**src/rtl/bsg_dramsim3_pkg.sv**
```systemverilog
// Shared DRAMSim3 definitions: the address-mapping selector used by the mapper and the unmapper.
package bsg_dramsim3_pkg;

  typedef enum logic [1:0] {
    e_ro_ra_bg_ba_co_ch = 2'd0,
    e_ro_ra_bg_ba_ch_co = 2'd1,
    e_ro_ch_ra_ba_bg_co = 2'd2
  } bsg_dramsim3_address_mapping_e;

endpackage

```
**src/rtl/bsg_nonsynth_dramsim3_unmap_pkg.sv**
```systemverilog
// Width helpers shared by the unmapper, its decoder and its interface users.
package bsg_nonsynth_dramsim3_unmap_pkg;

  // Like $clog2, but never returns 0 so a one-entry field still gets one bit.
  function automatic int unsigned safe_clog2(input int unsigned x);
    return (x <= 1) ? 1 : $clog2(x);
  endfunction

  function automatic int unsigned count_width(input int unsigned els);
    return $clog2(els + 1);
  endfunction

  function automatic bit is_pow2(input int unsigned x);
    return (x != 0) && ((x & (x - 1)) == 0);
  endfunction

endpackage

```
**src/rtl/bsg_nonsynth_dramsim3_unmap_if.sv**
```systemverilog
// Completion-address in / decoded-entry out handshake bundle of the DRAMSim3 unmapper.
interface bsg_nonsynth_dramsim3_unmap_if #(
  parameter int unsigned addr_width_p         = 33,
  parameter int unsigned ch_width_p           = 1,
  parameter int unsigned channel_addr_width_p = 32,
  parameter int unsigned count_width_p        = 3
);

  logic                            v_i;
  logic [addr_width_p-1:0]         mem_addr_i;
  logic                            ready_o;
  logic                            v_o;
  logic [ch_width_p-1:0]           ch_o;
  logic [channel_addr_width_p-1:0] ch_addr_o;
  logic                            yumi_i;
  logic                            misaligned_o;
  logic [count_width_p-1:0]        count_o;

  // Poller and response demux side.
  modport master (
    output v_i, mem_addr_i, yumi_i,
    input  ready_o, v_o, ch_o, ch_addr_o, misaligned_o, count_o
  );

  // Unmapper side.
  modport slave (
    input  v_i, mem_addr_i, yumi_i,
    output ready_o, v_o, ch_o, ch_addr_o, misaligned_o, count_o
  );

endinterface

```
**src/rtl/bsg_nonsynth_dramsim3_unmap_decode.sv**
```systemverilog
// Combinational inverse of the DRAMSim3 channel address mapper: global address -> {ch, ch_addr}.
module bsg_nonsynth_dramsim3_unmap_decode
  import bsg_dramsim3_pkg::*;
  import bsg_nonsynth_dramsim3_unmap_pkg::*;
#(
  parameter int unsigned channel_addr_width_p = 32,
  parameter int unsigned data_width_p         = 64,
  parameter int unsigned num_channels_p       = 2,
  parameter int unsigned num_columns_p        = 1024,
  parameter int unsigned num_rows_p           = 32768,
  parameter int unsigned num_ba_p             = 4,
  parameter int unsigned num_bg_p             = 4,
  parameter int unsigned num_ranks_p          = 1,
  parameter bsg_dramsim3_address_mapping_e address_mapping_p = e_ro_ra_bg_ba_co_ch,
  localparam int unsigned lg_num_channels_lp = $clog2(num_channels_p),
  localparam int unsigned addr_width_lp      = lg_num_channels_lp + channel_addr_width_p,
  localparam int unsigned ch_width_lp        = safe_clog2(num_channels_p)
) (
  input  logic [addr_width_lp-1:0]        mem_addr_i,
  output logic [ch_width_lp-1:0]          ch_o,
  output logic [channel_addr_width_p-1:0] ch_addr_o
);

  localparam int unsigned bo_lp     = safe_clog2(data_width_p / 8);
  localparam int unsigned lg_col_lp = $clog2(num_columns_p);
  localparam int unsigned lg_ba_lp  = $clog2(num_ba_p);
  localparam int unsigned lg_bg_lp  = $clog2(num_bg_p);
  localparam int unsigned lg_ra_lp  = $clog2(num_ranks_p);
  localparam int unsigned lg_ro_lp  = $clog2(num_rows_p);
  localparam int unsigned lg_ch_lp  = lg_num_channels_lp;

  // Rows take whatever is left above the fixed fields, so the channel address must cover them.
  if (channel_addr_width_p < bo_lp + lg_col_lp + lg_ba_lp + lg_bg_lp + lg_ra_lp + lg_ro_lp) begin : g_narrow
    $fatal(1, "channel_addr_width_p too narrow for the configured DRAM geometry");
  end

  // Extracts a field of 'width' bits at 'pos'; zero-width fields yield 0.
  function automatic logic [addr_width_lp-1:0] get_field(input logic [addr_width_lp-1:0] a,
                                                         input int unsigned pos,
                                                         input int unsigned width);
    logic [addr_width_lp-1:0] mask;
    mask = (addr_width_lp'(1) << width) - addr_width_lp'(1);
    return (a >> pos) & mask;
  endfunction

  if (address_mapping_p == e_ro_ra_bg_ba_co_ch) begin : g_co_ch
    localparam int unsigned ch_pos_lp = bo_lp;
    localparam int unsigned hi_pos_lp = bo_lp + lg_ch_lp;

    assign ch_o      = ch_width_lp'(get_field(mem_addr_i, ch_pos_lp, lg_ch_lp));
    assign ch_addr_o = channel_addr_width_p'((mem_addr_i >> hi_pos_lp) << bo_lp);

  end else if (address_mapping_p == e_ro_ra_bg_ba_ch_co) begin : g_ch_co
    localparam int unsigned ch_pos_lp = bo_lp + lg_col_lp;
    localparam int unsigned hi_pos_lp = bo_lp + lg_col_lp + lg_ch_lp;

    assign ch_o      = ch_width_lp'(get_field(mem_addr_i, ch_pos_lp, lg_ch_lp));
    assign ch_addr_o = channel_addr_width_p'(((mem_addr_i >> hi_pos_lp) << ch_pos_lp)
                     | (get_field(mem_addr_i, bo_lp, lg_col_lp) << bo_lp));

  end else if (address_mapping_p == e_ro_ch_ra_ba_bg_co) begin : g_ro_ch
    // Memory side from the LSB: offset, co, bg, ba, ra, ch, ro.
    localparam int unsigned m_bg_pos_lp = bo_lp + lg_col_lp;
    localparam int unsigned m_ba_pos_lp = m_bg_pos_lp + lg_bg_lp;
    localparam int unsigned m_ra_pos_lp = m_ba_pos_lp + lg_ba_lp;
    localparam int unsigned m_ch_pos_lp = m_ra_pos_lp + lg_ra_lp;
    localparam int unsigned m_ro_pos_lp = m_ch_pos_lp + lg_ch_lp;
    // Channel side from the LSB: offset, co, ba, bg, ra, ro.
    localparam int unsigned c_ba_pos_lp = bo_lp + lg_col_lp;
    localparam int unsigned c_bg_pos_lp = c_ba_pos_lp + lg_ba_lp;
    localparam int unsigned c_ra_pos_lp = c_bg_pos_lp + lg_bg_lp;
    localparam int unsigned c_ro_pos_lp = c_ra_pos_lp + lg_ra_lp;

    logic [addr_width_lp-1:0] co, bg, ba, ra, ro;

    assign co = get_field(mem_addr_i, bo_lp, lg_col_lp);
    assign bg = get_field(mem_addr_i, m_bg_pos_lp, lg_bg_lp);
    assign ba = get_field(mem_addr_i, m_ba_pos_lp, lg_ba_lp);
    assign ra = get_field(mem_addr_i, m_ra_pos_lp, lg_ra_lp);
    assign ro = mem_addr_i >> m_ro_pos_lp;

    assign ch_o      = ch_width_lp'(get_field(mem_addr_i, m_ch_pos_lp, lg_ch_lp));
    assign ch_addr_o = channel_addr_width_p'((co << bo_lp)
                     | (ba << c_ba_pos_lp)
                     | (bg << c_bg_pos_lp)
                     | (ra << c_ra_pos_lp)
                     | (ro << c_ro_pos_lp));

  end else begin : g_bad_map
    $fatal(1, "bsg_nonsynth_dramsim3_unmap: unknown address_mapping_p");
    assign ch_o      = '0;
    assign ch_addr_o = '0;
  end

endmodule

```
**src/rtl/bsg_nonsynth_dramsim3_unmap.sv**
```systemverilog
// DRAMSim3 completion unmapper: decodes global addresses and queues {ch, ch_addr} in order.
module bsg_nonsynth_dramsim3_unmap
  import bsg_dramsim3_pkg::*;
  import bsg_nonsynth_dramsim3_unmap_pkg::*;
#(
  parameter int unsigned channel_addr_width_p = 32,
  parameter int unsigned data_width_p         = 64,
  parameter int unsigned num_channels_p       = 2,
  parameter int unsigned num_columns_p        = 1024,
  parameter int unsigned num_rows_p           = 32768,
  parameter int unsigned num_ba_p             = 4,
  parameter int unsigned num_bg_p             = 4,
  parameter int unsigned num_ranks_p          = 1,
  parameter bsg_dramsim3_address_mapping_e address_mapping_p = e_ro_ra_bg_ba_co_ch,
  parameter int unsigned els_p                = 4,
  localparam int unsigned lg_num_channels_lp = $clog2(num_channels_p),
  localparam int unsigned addr_width_lp      = lg_num_channels_lp + channel_addr_width_p,
  localparam int unsigned ch_width_lp        = safe_clog2(num_channels_p),
  localparam int unsigned count_width_lp     = count_width(els_p)
) (
  input logic                          clk_i,
  input logic                          reset_i,
  bsg_nonsynth_dramsim3_unmap_if.slave io
);

  localparam int unsigned bo_lp     = safe_clog2(data_width_p / 8);
  localparam int unsigned lg_els_lp = $clog2(els_p);

  if (!is_pow2(els_p) || els_p < 2) begin : g_bad_els
    $fatal(1, "bsg_nonsynth_dramsim3_unmap: els_p must be a power of two >= 2");
  end

  logic [ch_width_lp-1:0]          dec_ch;
  logic [channel_addr_width_p-1:0] dec_ch_addr;

  bsg_nonsynth_dramsim3_unmap_decode #(
    .channel_addr_width_p(channel_addr_width_p),
    .data_width_p        (data_width_p),
    .num_channels_p      (num_channels_p),
    .num_columns_p       (num_columns_p),
    .num_rows_p          (num_rows_p),
    .num_ba_p            (num_ba_p),
    .num_bg_p            (num_bg_p),
    .num_ranks_p         (num_ranks_p),
    .address_mapping_p   (address_mapping_p)
  ) decode (
    .mem_addr_i(io.mem_addr_i),
    .ch_o      (dec_ch),
    .ch_addr_o (dec_ch_addr)
  );

  logic [lg_els_lp-1:0]      rd_ptr_q, rd_ptr_d;
  logic [lg_els_lp-1:0]      wr_ptr_q, wr_ptr_d;
  logic [count_width_lp-1:0] count_q, count_d;
  logic                      misaligned_q, misaligned_d;

  logic [ch_width_lp-1:0]          ch_mem_q   [els_p];
  logic [channel_addr_width_p-1:0] addr_mem_q [els_p];

  logic push, pop, offset_nz;

  assign io.ready_o = (count_q != count_width_lp'(els_p));
  assign io.v_o     = (count_q != '0);

  assign push      = io.v_i & io.ready_o;
  assign pop       = io.yumi_i & io.v_o;
  assign offset_nz = |io.mem_addr_i[bo_lp-1:0];

  always_comb begin
    rd_ptr_d     = rd_ptr_q;
    wr_ptr_d     = wr_ptr_q;
    count_d      = count_q;
    misaligned_d = misaligned_q | (push & offset_nz);
    if (push) wr_ptr_d = wr_ptr_q + lg_els_lp'(1);
    if (pop)  rd_ptr_d = rd_ptr_q + lg_els_lp'(1);
    unique case ({push, pop})
      2'b10:   count_d = count_q + count_width_lp'(1);
      2'b01:   count_d = count_q - count_width_lp'(1);
      default: count_d = count_q;
    endcase
  end

  always_ff @(posedge clk_i) begin
    if (reset_i) begin
      rd_ptr_q     <= '0;
      wr_ptr_q     <= '0;
      count_q      <= '0;
      misaligned_q <= 1'b0;
    end else begin
      rd_ptr_q     <= rd_ptr_d;
      wr_ptr_q     <= wr_ptr_d;
      count_q      <= count_d;
      misaligned_q <= misaligned_d;
    end
  end

  // Storage needs no reset: slots are only read once count marks them valid.
  always_ff @(posedge clk_i) begin
    if (!reset_i && push) begin
      ch_mem_q[wr_ptr_q]   <= dec_ch;
      addr_mem_q[wr_ptr_q] <= dec_ch_addr;
    end
  end

  assign io.ch_o         = ch_mem_q[rd_ptr_q];
  assign io.ch_addr_o    = addr_mem_q[rd_ptr_q];
  assign io.misaligned_o = misaligned_q;
  assign io.count_o      = count_q;

  always_ff @(posedge clk_i) begin
    if (!reset_i) begin
      assert (!(io.yumi_i && !io.v_o))
        else $error("bsg_nonsynth_dramsim3_unmap: yumi_i asserted while v_o=0");
    end
  end

endmodule

```
**src/flat_wrapper.sv**
```systemverilog
// flat-port wrapper written by rule: the top's interface ports become plain ports
module bsg_nonsynth_dramsim3_unmap_flat import bsg_dramsim3_pkg::*; import bsg_nonsynth_dramsim3_unmap_pkg::*;
#(
  parameter int unsigned channel_addr_width_p = 32,
  parameter int unsigned data_width_p         = 64,
  parameter int unsigned num_channels_p       = 2,
  parameter int unsigned num_columns_p        = 1024,
  parameter int unsigned num_rows_p           = 32768,
  parameter int unsigned num_ba_p             = 4,
  parameter int unsigned num_bg_p             = 4,
  parameter int unsigned num_ranks_p          = 1,
  parameter bsg_dramsim3_address_mapping_e address_mapping_p = e_ro_ra_bg_ba_co_ch,
  parameter int unsigned els_p                = 4,
  localparam int unsigned lg_num_channels_lp = $clog2(num_channels_p),
  localparam int unsigned addr_width_lp      = lg_num_channels_lp + channel_addr_width_p,
  localparam int unsigned ch_width_lp        = safe_clog2(num_channels_p),
  localparam int unsigned count_width_lp     = count_width(els_p)
)
  (clk_i, reset_i, io_v_i, io_mem_addr_i, io_yumi_i, io_ready_o, io_v_o, io_ch_o, io_ch_addr_o, io_misaligned_o, io_count_o);
  bsg_nonsynth_dramsim3_unmap_if #(.addr_width_p((33)), .ch_width_p(1), .channel_addr_width_p(channel_addr_width_p), .count_width_p(3)) io_i ();
  input logic clk_i;
  input logic reset_i;
  input wire logic [$bits(io_i.v_i)-1:0] io_v_i;
  input wire logic [$bits(io_i.mem_addr_i)-1:0] io_mem_addr_i;
  input wire logic [$bits(io_i.yumi_i)-1:0] io_yumi_i;
  output wire logic [$bits(io_i.ready_o)-1:0] io_ready_o;
  output wire logic [$bits(io_i.v_o)-1:0] io_v_o;
  output wire logic [$bits(io_i.ch_o)-1:0] io_ch_o;
  output wire logic [$bits(io_i.ch_addr_o)-1:0] io_ch_addr_o;
  output wire logic [$bits(io_i.misaligned_o)-1:0] io_misaligned_o;
  output wire logic [$bits(io_i.count_o)-1:0] io_count_o;
  assign io_i.v_i = io_v_i;
  assign io_i.mem_addr_i = io_mem_addr_i;
  assign io_i.yumi_i = io_yumi_i;
  assign io_ready_o = io_i.ready_o;
  assign io_v_o = io_i.v_o;
  assign io_ch_o = io_i.ch_o;
  assign io_ch_addr_o = io_i.ch_addr_o;
  assign io_misaligned_o = io_i.misaligned_o;
  assign io_count_o = io_i.count_o;
  bsg_nonsynth_dramsim3_unmap #(.channel_addr_width_p(channel_addr_width_p), .data_width_p(data_width_p), .num_channels_p(num_channels_p), .num_columns_p(num_columns_p), .num_rows_p(num_rows_p), .num_ba_p(num_ba_p), .num_bg_p(num_bg_p), .num_ranks_p(num_ranks_p), .address_mapping_p(address_mapping_p), .els_p(els_p)) u_core (.clk_i(clk_i), .reset_i(reset_i), .io(io_i));
endmodule
```
**config.mk**
```make
export PLATFORM = sky130hd
export DESIGN_NAME = bsg_nonsynth_dramsim3_unmap_flat
export DESIGN_NICKNAME = d
export VERILOG_FILES = /design/src/rtl/bsg_dramsim3_pkg.sv /design/src/rtl/bsg_nonsynth_dramsim3_unmap_pkg.sv /design/src/rtl/bsg_nonsynth_dramsim3_unmap_if.sv /design/src/rtl/bsg_nonsynth_dramsim3_unmap_decode.sv /design/src/rtl/bsg_nonsynth_dramsim3_unmap.sv /design/src/flat_wrapper.sv
export SDC_FILE = /design/constraint.sdc
export NUM_CORES = 1
export LEC_CHECK = 0
export CAP_MARGIN = 0
export CORE_AREA = 2 2 152 154
export DETAILED_ROUTE_END_ITERATION = 10
export DIE_AREA = 0 0 154 156
export GPL_ROUTABILITY_DRIVEN = 0
export SYNTH_ARGS = -nofsm -noshare
export SYNTH_HDL_FRONTEND = slang
export SYNTH_HIERARCHICAL = 1
export SYNTH_SLANG_ARGS = --single-unit
export TNS_END_PERCENT = 5
```
**constraint.sdc**
```tcl
create_clock -name clk_i -period 6.63 [get_ports clk_i]
set_input_delay 0.663 -clock clk_i [delete_from_list [all_inputs] [get_ports clk_i]]
set_output_delay 0.663 -clock clk_i [all_outputs]
set_load 0.01 [all_outputs]
```
== Word level (Yosys, flattened, before mapping) ==
Memories as Yosys holds them, arrays and structs flattened. A register that Yosys moved wholly into a read port is not among the register bits.
Index checks and enable logic that the tools add are counted.

* Add/sub/neg operators: 4
* Multiply operators: 0
* Divide/modulo/power cells: 0
* Magnitude comparators: 0
* Equality and inequality tests: 3
* Shift operators: 0
* Muxes and demuxes: 7
* Bitwise operators: 4
* Reductions and logical operators: 5

{| class="wikitable"
|+ Operator list
! kind !! count
|-
| two-way mux 2 bit || 4
|-
| one-hot mux 3 bit (2 select lines) || 1
|-
| adder 2 x 1 -> 2 bit, second input constant || 2
|-
| adder 3 x 1 -> 3 bit, second input constant || 1
|-
| AND 1 bit || 3
|-
| inequality test 3 bit, second input constant || 1
|-
| nonzero test 3 bit || 1
|-
| OR reduction 3 bit || 1
|-
| subtractor 3 x 1 -> 3 bit, second input constant || 1
|-
| equality test 2 x 1 -> 1 bit, second input constant || 1
|-
| equality test 2 bit, second input constant || 1
|-
| two-way mux 1 bit || 2
|-
| nonzero test 2 bit || 1
|-
| logical AND 1 bit || 1
|-
| zero test 1 bit || 1
|-
| OR 1 bit || 1
|}

* Register bits: 8
* Bits in latches: 0
* RAM bits: 120
* Bits in read-only memories: 0
* Input port bits: 37
* Output and inout bits: 39
* Memories: 2

{| class="wikitable"
|+ Memory list
! memory !! depth !! width !! rd ports !! clocked after Yosys merged registers in !! write ports !! RTL line !! text
|-
| u_core.addr_mem_q || 4 || 29 || 1 || 1 || 1 || bsg_nonsynth_dramsim3_unmap.sv:58 || <nowiki>logic [channel_addr_width_p-1:0] addr_mem_q [els_p];</nowiki>
|-
| u_core.ch_mem_q || 4 || 1 || 1 || 1 || 1 || bsg_nonsynth_dramsim3_unmap.sv:57 || <nowiki>logic [ch_width_lp-1:0] ch_mem_q [els_p];</nowiki>
|}

== Logic depth before layout (Yosys ltp) ==
Gate-level depths: netlist of the first run.

* Word-level depth: 5
* Depth in mapped cells: 9
* Gate-level depth less buffers: 9

== Hierarchy ==
The synthesis of the first run kept the hierarchy.

{| class="wikitable"
|+ By module, submodules not included
! module !! times used !! cells each !! area an instance (um2) !! seq. area each (um2)
|-
| bsg_nonsynth_dramsim3_unmap || 1 || 228 || 5277.6 || 4164.0
|-
| bsg_nonsynth_dramsim3_unmap_decode || 1 || 34 || 251.5 || 0.0
|}

== Worst setup path after synthesis of the first run ==
Ideal clock, no wire load.

* Kind: in2reg
* From: input port io_v_i
* To: memory u_core/addr_mem_q[0][0] in the netlist's numbering, enable pin
* Data arrival time: 3361 ps
* Data required time: 6159 ps
* Setup slack: 2797 ps
* Cell stages on the path: 3
* Buffers on the path: 0
* Cells stage by stage: and2_4 > inv_1 > nor3b_1

* Longest elaborated chain between the ends: 4

{| class="wikitable"
|+ Ends and longest elaborated chain
! item !! RTL line !! text
|-
| start: declaration || flat_wrapper.sv:23 || <nowiki>input wire logic [$bits(io_i.v_i)-1:0] io_v_i;</nowiki>
|-
| AND 1 bit || bsg_nonsynth_dramsim3_unmap.sv:65 || <nowiki>assign push = io.v_i & io.ready_o;</nowiki>
|-
| logical AND 1 bit || bsg_nonsynth_dramsim3_unmap.sv:99 || <nowiki>if (!reset_i && push) begin</nowiki>
|-
| two-way mux 1 bit || bsg_nonsynth_dramsim3_unmap.sv:99 ||
|-
| two-way mux 1 bit (not written as such) || bsg_nonsynth_dramsim3_unmap.sv:101 || <nowiki>addr_mem_q[wr_ptr_q] <= dec_ch_addr;</nowiki>
|-
| end: declaration || bsg_nonsynth_dramsim3_unmap.sv:58 ||
|}

No other way between the ends.

==> impl_metrics.csv, run 1 <==
group,metric,value,unit
synthesis,ys_seq_elements,142,
clock_tree,ctsLongestPathBuffers,2,
layout,register_area,0.00417,mm^2
routing,dr.pass1.iters,4,
setup_path,critical_path.cell_chain,"buf_4 > mux4_2 > clkdlybuf4s50_1",
setup_path,start_kind,"flop",
power,peakVddDrop,0.000187,V
sta,final_max_slew_viol_count,0,
layout,final_common_cell,"edfxtp_1",
place,dp.cells,591,
floorplan,die_x,154,um
grt,track_usage,0.0904,
setup_path,critPathKind,"reg2out",
sta,period_share,0.499,
setup_path,path_max_fanout,20,
floorplan,die_y,156,um
sta,period_minus_slack,3.31,ns
sta,setup_violations,0,
synthesis,ys_types,27,
setup_path,cp.depth,3,
floorplan,core,0.0224,mm^2
routing,ant_nets,0,
sta,hold_ws,0.512,ns
setup_path,cp.arrival,2.65,ns
grt,grt_pass1_vias,2758,
power,leakage,2.23,nW
run,drv_cap,0,
synthesis,ys_seq_area_frac,0.753,
routing,viasPerCell,4.02,
setup_path,r2r_cells,9,
layout,final_util,0.315,
floorplan,initial_utilization,0.247,
synthesis,netlist_instances,262,
routing,routed_wl,10100,um
routing,vias,2502,
setup_path,crit_family,"buffers and inverters",
setup_path,r2r_start,"u_core/io.count_o[2]",
sta,relSlewSlack,0.387,
clock_tree,cts_sinks,142,
setup_path,endpoint,"io_ch_addr_o[25]",
layout,nets,368,
routing,drc,0,
power,power.density,374,mW/mm^2
grt,antenna_found_initial,1,
floorplan,dieArea,0.0240,mm^2
floorplan,boundaryPins,76,
grt,grt_pass1_wl,15700,um
worst_hold_path,min_from,"u_core/wr_ptr_q[1]",
setup_path,max_stage_delay,0.65,ns
clock_tree,clk_pin_slew,0.06,ns
clock_tree,ctsResizeCount,0,
sta,grt_setup_unrepaired,"false",
sta,worstMarginPinSlew,0.919,ns
synthesis,yosys_warnings,6,
setup_path,rrSetupSlack,3.93,ns
worst_hold_path,hp-class,"reg2reg",
clock_tree,insertion_delay,0.41,ns
grt,grt_overflow_total,0,
setup_path,critPathRequiredTime,5.97,ns
layout,syn_to_final_growth,27.3,%
setup_path,path_buf_inv,2,
clock_tree,cts_buffers,17,
setup_path,slowest_stage,"dfxtp_2",
clock_tree,post_cts_buffers,0,
layout,layout_common_cells,"edfxtp_1, clkdlybuf4s50_1, mux4_2, clkbuf_16, buf_4",
routing,post_drt_wl_per_cell,16.3,um
grt,grt_max_degree,34,
sta,hold_violations,0,
clock_tree,cts_tree,"built",
run_status,status,"finished clean",
synthesis,syn_area,0.00553,mm^2
synthesis,synth_area_per_cell,21.1,um^2
sta,skew,0.0104,ns
clock_tree,cts_htree_levels,4,
clock_tree,cts_hold_buf,0,
clock_tree,cts-root-buf,"clkbuf_16",
place,place_hpwl,6410,um
layout,fill_cells,2127,
setup_path,crit_path_end_kind,"primary output",
floorplan,rows,55,
sta,setup-tns-final,0,ns
layout,multi_input_area,0.00107,mm^2
layout,drive_gt1_frac,0.246,
setup_path,worstReg2RegEnd,"u_core/io.count_o[2]",
place,numPortBuffers,75,
routing,drt-initial-drc-count,121,
sta,fmax,302,MHz
layout,finalNonFillerCells,623,
==> worst register-to-register path: cells and delay by family (launching register included) <==
family | cells | cell delay (ns)
AO/OA/AOI/OAI | 1 | 0.15
XOR/XNOR | 1 | 0.16
adder cells (fa/ha/maj) | 2 | 0.62
buffers and inverters | 2 | 0.26
flip-flops | 1 | 0.42
AND/OR/NAND/NOR | 3 | 1.01
==> metrics by stage <==
| stage | power, mW | worst slack [ns] | area (um^2) |
|---|---|---|---|
| final | 2.63 | 3.32 | 7040 |
| after global routing | 2.75 | 3.12 | 7030 |
| after CTS | 2.68 | 3.20 | 7030 |
| after detailed placement | 1.71 | 3.66 | 6440 |
| after global placement | 1.70 | 3.67 | 6440 |
| after floorplan | 1.45 | 2.80 | 5540 |
==> power breakdown <==
part	total [mW]	internal [mW]	switching, mW
Clock	0.953	0.593	0.360
Sequential	1.10	1.04	0.0609
Combinational	0.572	0.347	0.225
==> worst min-delay path by stage <==
| stage | slack, ns | endpoint | cells past startpoint |
|---|---|---|---|
| 2_1_floorplan | 0.48 | u_core/wr_ptr_q[1] | 2 |
| 3_3_place_gp | 0.50 | u_core/wr_ptr_q[1] | 2 |
| 3_5_place_dp | 0.52 | u_core/wr_ptr_q[1] | 2 |
| 4_1_cts | 0.52 | u_core/wr_ptr_q[1] | 2 |
| 5_1_grt | 0.55 | u_core/wr_ptr_q[1] | 2 |
| 6_report | 0.51 | u_core/wr_ptr_q[1] | 2 |
==> metal layers <==
layer  wire [um]  GRT usage  up-vias
met5           0          0        -
met4         103     0.0347        0
met3         629     0.0394       10
met2        5010      0.146       70
met1        4400      0.107     1284
li1            -          -     1138
==> cell families (layout without fill, tap and decap cells) <==
kind of cell,Yosys count,after routing,share of synthesized area
flip-flops,142,142,0.753
AND/OR/NAND/NOR,20,20,0.0215
adder cells (fa/ha/maj),6,6,0.0149
buffers and inverters,48,121,0.0575
AO/OA/AOI/OAI,6,6,0.00701
XOR/XNOR,4,4,0.00634
other,1,4,0.000678
multiplexers,35,35,0.139
==> cell type report <==
type	instances	share of cell area
Sequential cell	142	0.592
Multi-Input combinational cell	74	0.153
Timing Repair Buffer	84	0.116
Clock buffer	19	0.0615
Tap cell	285	0.0507
Clock inverter	12	0.0231
Inverter	6	0.00320
Antenna cell	1	0.000356
==> synthesized netlist by cell type <==
cell type	instances	area share
a21oi_1	3	0.0027
nor3_1	1	0.00090
edfxtp_1	132	0.72
o21ai_0	1	0.00090
buf_2	1	0.00090
and2_4	1	0.0016
fa_1	1	0.0036
or3b_4	1	0.0020
mux4_2	33	0.13
nor3b_1	4	0.0054
nor4_1	1	0.0011
or3_2	2	0.0027
dfxtp_1	10	0.036
nand2b_1	2	0.0023
clkbuf_2	1	0.00090
clkbuf_1	4	0.0027
buf_4	36	0.049
xnor2_1	1	0.0016
nor2_1	8	0.0054
o31a_2	1	0.0018
xor2_1	3	0.0048
inv_1	6	0.0041
ha_1	5	0.011
mux2i_1	1	0.0018
conb_1	1	0.00068
mux2_4	1	0.0027
o311ai_0	1	0.0016
==> state kept, by name (all words and copies together), names as in the netlist, named ones only <==
register / flops
u_core/io.count_o: 3
u_core/io.misaligned_o: 1
u_core/addr_mem_q: 128
u_core/rd_ptr_q: 2
u_core/wr_ptr_q: 2
u_core/ch_mem_q: 4
Note: power is estimated with default switching activity, not from simulation.
==> inputs of run 2 (changes only) <==
==> constraint.sdc (replaced) <==
create_clock -name clk_i -period 3.47 [get_ports clk_i]
set_input_delay 0.347 -clock clk_i [delete_from_list [all_inputs] [get_ports clk_i]]
set_output_delay 0.347 -clock clk_i [all_outputs]
set_load 0.01 [all_outputs]
==> run 2 against run 1 <==
Compared with the run above:
- final area decreased by 0.48%
- clock power rose by 75%
- sequential share of layout area grew 0.29 points
- critical path depth is the same
- utilization down 0.15 points
- critical endpoint is now io_ch_addr_o[22]
- highest routed layer unchanged
- global-route usage grew 0.14 points
- register-to-register slack lost 3.1 ns
- wire length is 2.2% higher
- critical path type unchanged
- via count increased by 1.4%
==> impl_metrics.csv, run 2 (same netlist as run 1, synthesis figures left out) <==
group,metric,value,unit
run_status,status,"finished clean",
layout,syn_to_final_growth,26.7,%
grt,grt_max_degree,34,
setup_path,critPathKind,"reg2out",
sta,grt_setup_unrepaired,"false",
floorplan,core,0.0224,mm^2
setup_path,crit_path_end_kind,"primary output",
grt,met3_usage,0.0394,
setup_path,start_kind,"flop",
setup_path,slowest_stage,"dfxtp_2",
grt,grt_pass1_vias,2811,
floorplan,die_y,156,um
clock_tree,cts_tree,"built",
place,place_area,0.00645,mm^2
setup_path,path_max_fanout,19,
sta,setup_violations,0,
sta,fmax,353,MHz
grt,grt_overflow_total,0,
floorplan,boundaryPins,76,
setup_path,max_stage_delay,0.73,ns
grt,track_usage,0.0918,
grt,grt_use_met2,0.145,
power,power.density,700,mW/mm^2
layout,layout_common_cells,"edfxtp_1, clkdlybuf4s50_1, mux4_2, clkbuf_16",
layout,drive_gt1_frac,0.246,
layout,regMostFlops,"u_core/addr_mem_q",
grt,top_usage_layer,"met2",
floorplan,initial_utilization,0.247,
grt,antenna_found_initial,1,
clock_tree,clk_pin_slew,0.06,ns
clock_tree,ctsLongestPathBuffers,2,
clock_tree,cts_buffers,17,
sta,skew,0.0104,ns
sta,worstMarginPinSlew,1.01,ns
setup_path,critical_path.cell_chain,"buf_12 > mux4_2 > clkdlybuf4s50_1",
floorplan,dieArea,0.0240,mm^2
routing,viasPerCell,4.06,
sta,hold_violations,0,
setup_path,cp.arrival,2.49,ns
routing,dr.pass1.iters,4,
setup_path,critPathRequiredTime,3.12,ns
sta,setup-tns-final,0,ns
layout,final_common_cell,"edfxtp_1",
routing,post_drt_wl_per_cell,16.6,um
layout,nets,368,
sta,relSlewSlack,0.324,
sta,hold_ws,0.524,ns
clock_tree,insertion_delay,0.41,ns
layout,finalNonFillerCells,624,
clock_tree,post_cts_buffers,0,
routing,drc,0,
floorplan,rows,55,
power,peakVddDrop,0.000303,V
grt,grt_pass1_wl,16000,um
layout,largest_register_ffs,128,
routing,ant_nets,0,
sta,period_share,0.816,
routing,routed_wl,10400,um
routing,vias,2536,
place,place_hpwl,6370,um
place,numPortBuffers,75,
sta,period_minus_slack,2.83,ns
run,drv_cap,0,
clock_tree,cts_sinks,142,
clock_tree,cts_hold_buf,0,
sta,final_max_slew_viol_count,0,
clock_tree,ctsResizeCount,0,
grt,grtUsageMet1,0.113,
floorplan,die_x,154,um
layout,fin_area,0.00700,mm^2
routing,drt-initial-drc-count,91,
place,dp.cells,591,
clock_tree,cts_htree_levels,4,
worst_hold_path,hp-class,"reg2reg",
clock_tree,cts-root-buf,"clkbuf_16",
power,leakage,2.20,nW
-- run 2: changes by cell type in the layout (fill, tap and decap cells not counted) --
cell	change
clkinvlp_4	+3
bufinv_16	-2
clkinv_4	-2
buf_12	+1
buf_4	-1
clkbuf_1	+1
clkinv_2	+1
-- run 2: through the flow --
stage	power [mW]	utilization	setup slack [ns]
2_1_floorplan	2.77	-	-0.353
3_3_place_gp	3.27	0.288	0.922
3_5_place_dp	3.29	0.288	0.824
4_1_cts	5.00	0.313	0.526
5_1_grt	5.15	0.313	0.426
6_report	4.90	0.313	0.638
-- run 2: metal layers --
metal  part of all wire  vias to the layer above
li1                   -                     1133
met1               0.44                     1327
met2               0.50                       70
met3              0.061                        6
met4             0.0067                        0
met5                  0                        -
-- run 2: final cells by class --
cell class                 count  area (um^2)
sequential                   142         4170
clock buffer                  20          437
inverter                       6         22.5
fill                        2143        15400
antenna                        1         2.50
timing repair buffer          84          831
multi-input combinational     74         1070
clock inverter                12          113
tap                          285          357
-- run 2: worst max-delay path, delay by kind of cell (launching register included) --
| kind | cells | cell delay [ns] |
|---|---|---|
| buf+inv | 2 | 0.79 |
| flops | 1 | 0.73 |
| mux | 1 | 0.53 |
-- run 2: report_power, final --
group | switching (mW) | leakage [nW] | internal (mW)
clock | 0.685 | 0.253 | 0.988
combinational | 0.431 | 0.663 | 0.678
sequential | 0.128 | 1.28 | 1.99
-- run 2: worst paths after layout --
path / startpoint / endpoint / slack [ns] / cells past startpoint
worst min register to register: u_core/rd_ptr_q[1] / flop / 0.52 / 2
worst min-delay path: u_core/rd_ptr_q[1] / flop / 0.52 / 2
worst max-delay path: flop / io_ch_addr_o[22] / 0.64 / 3
worst max register to register: u_core/io.count_o[2] / u_core/io.count_o[2] / 0.82 / 9
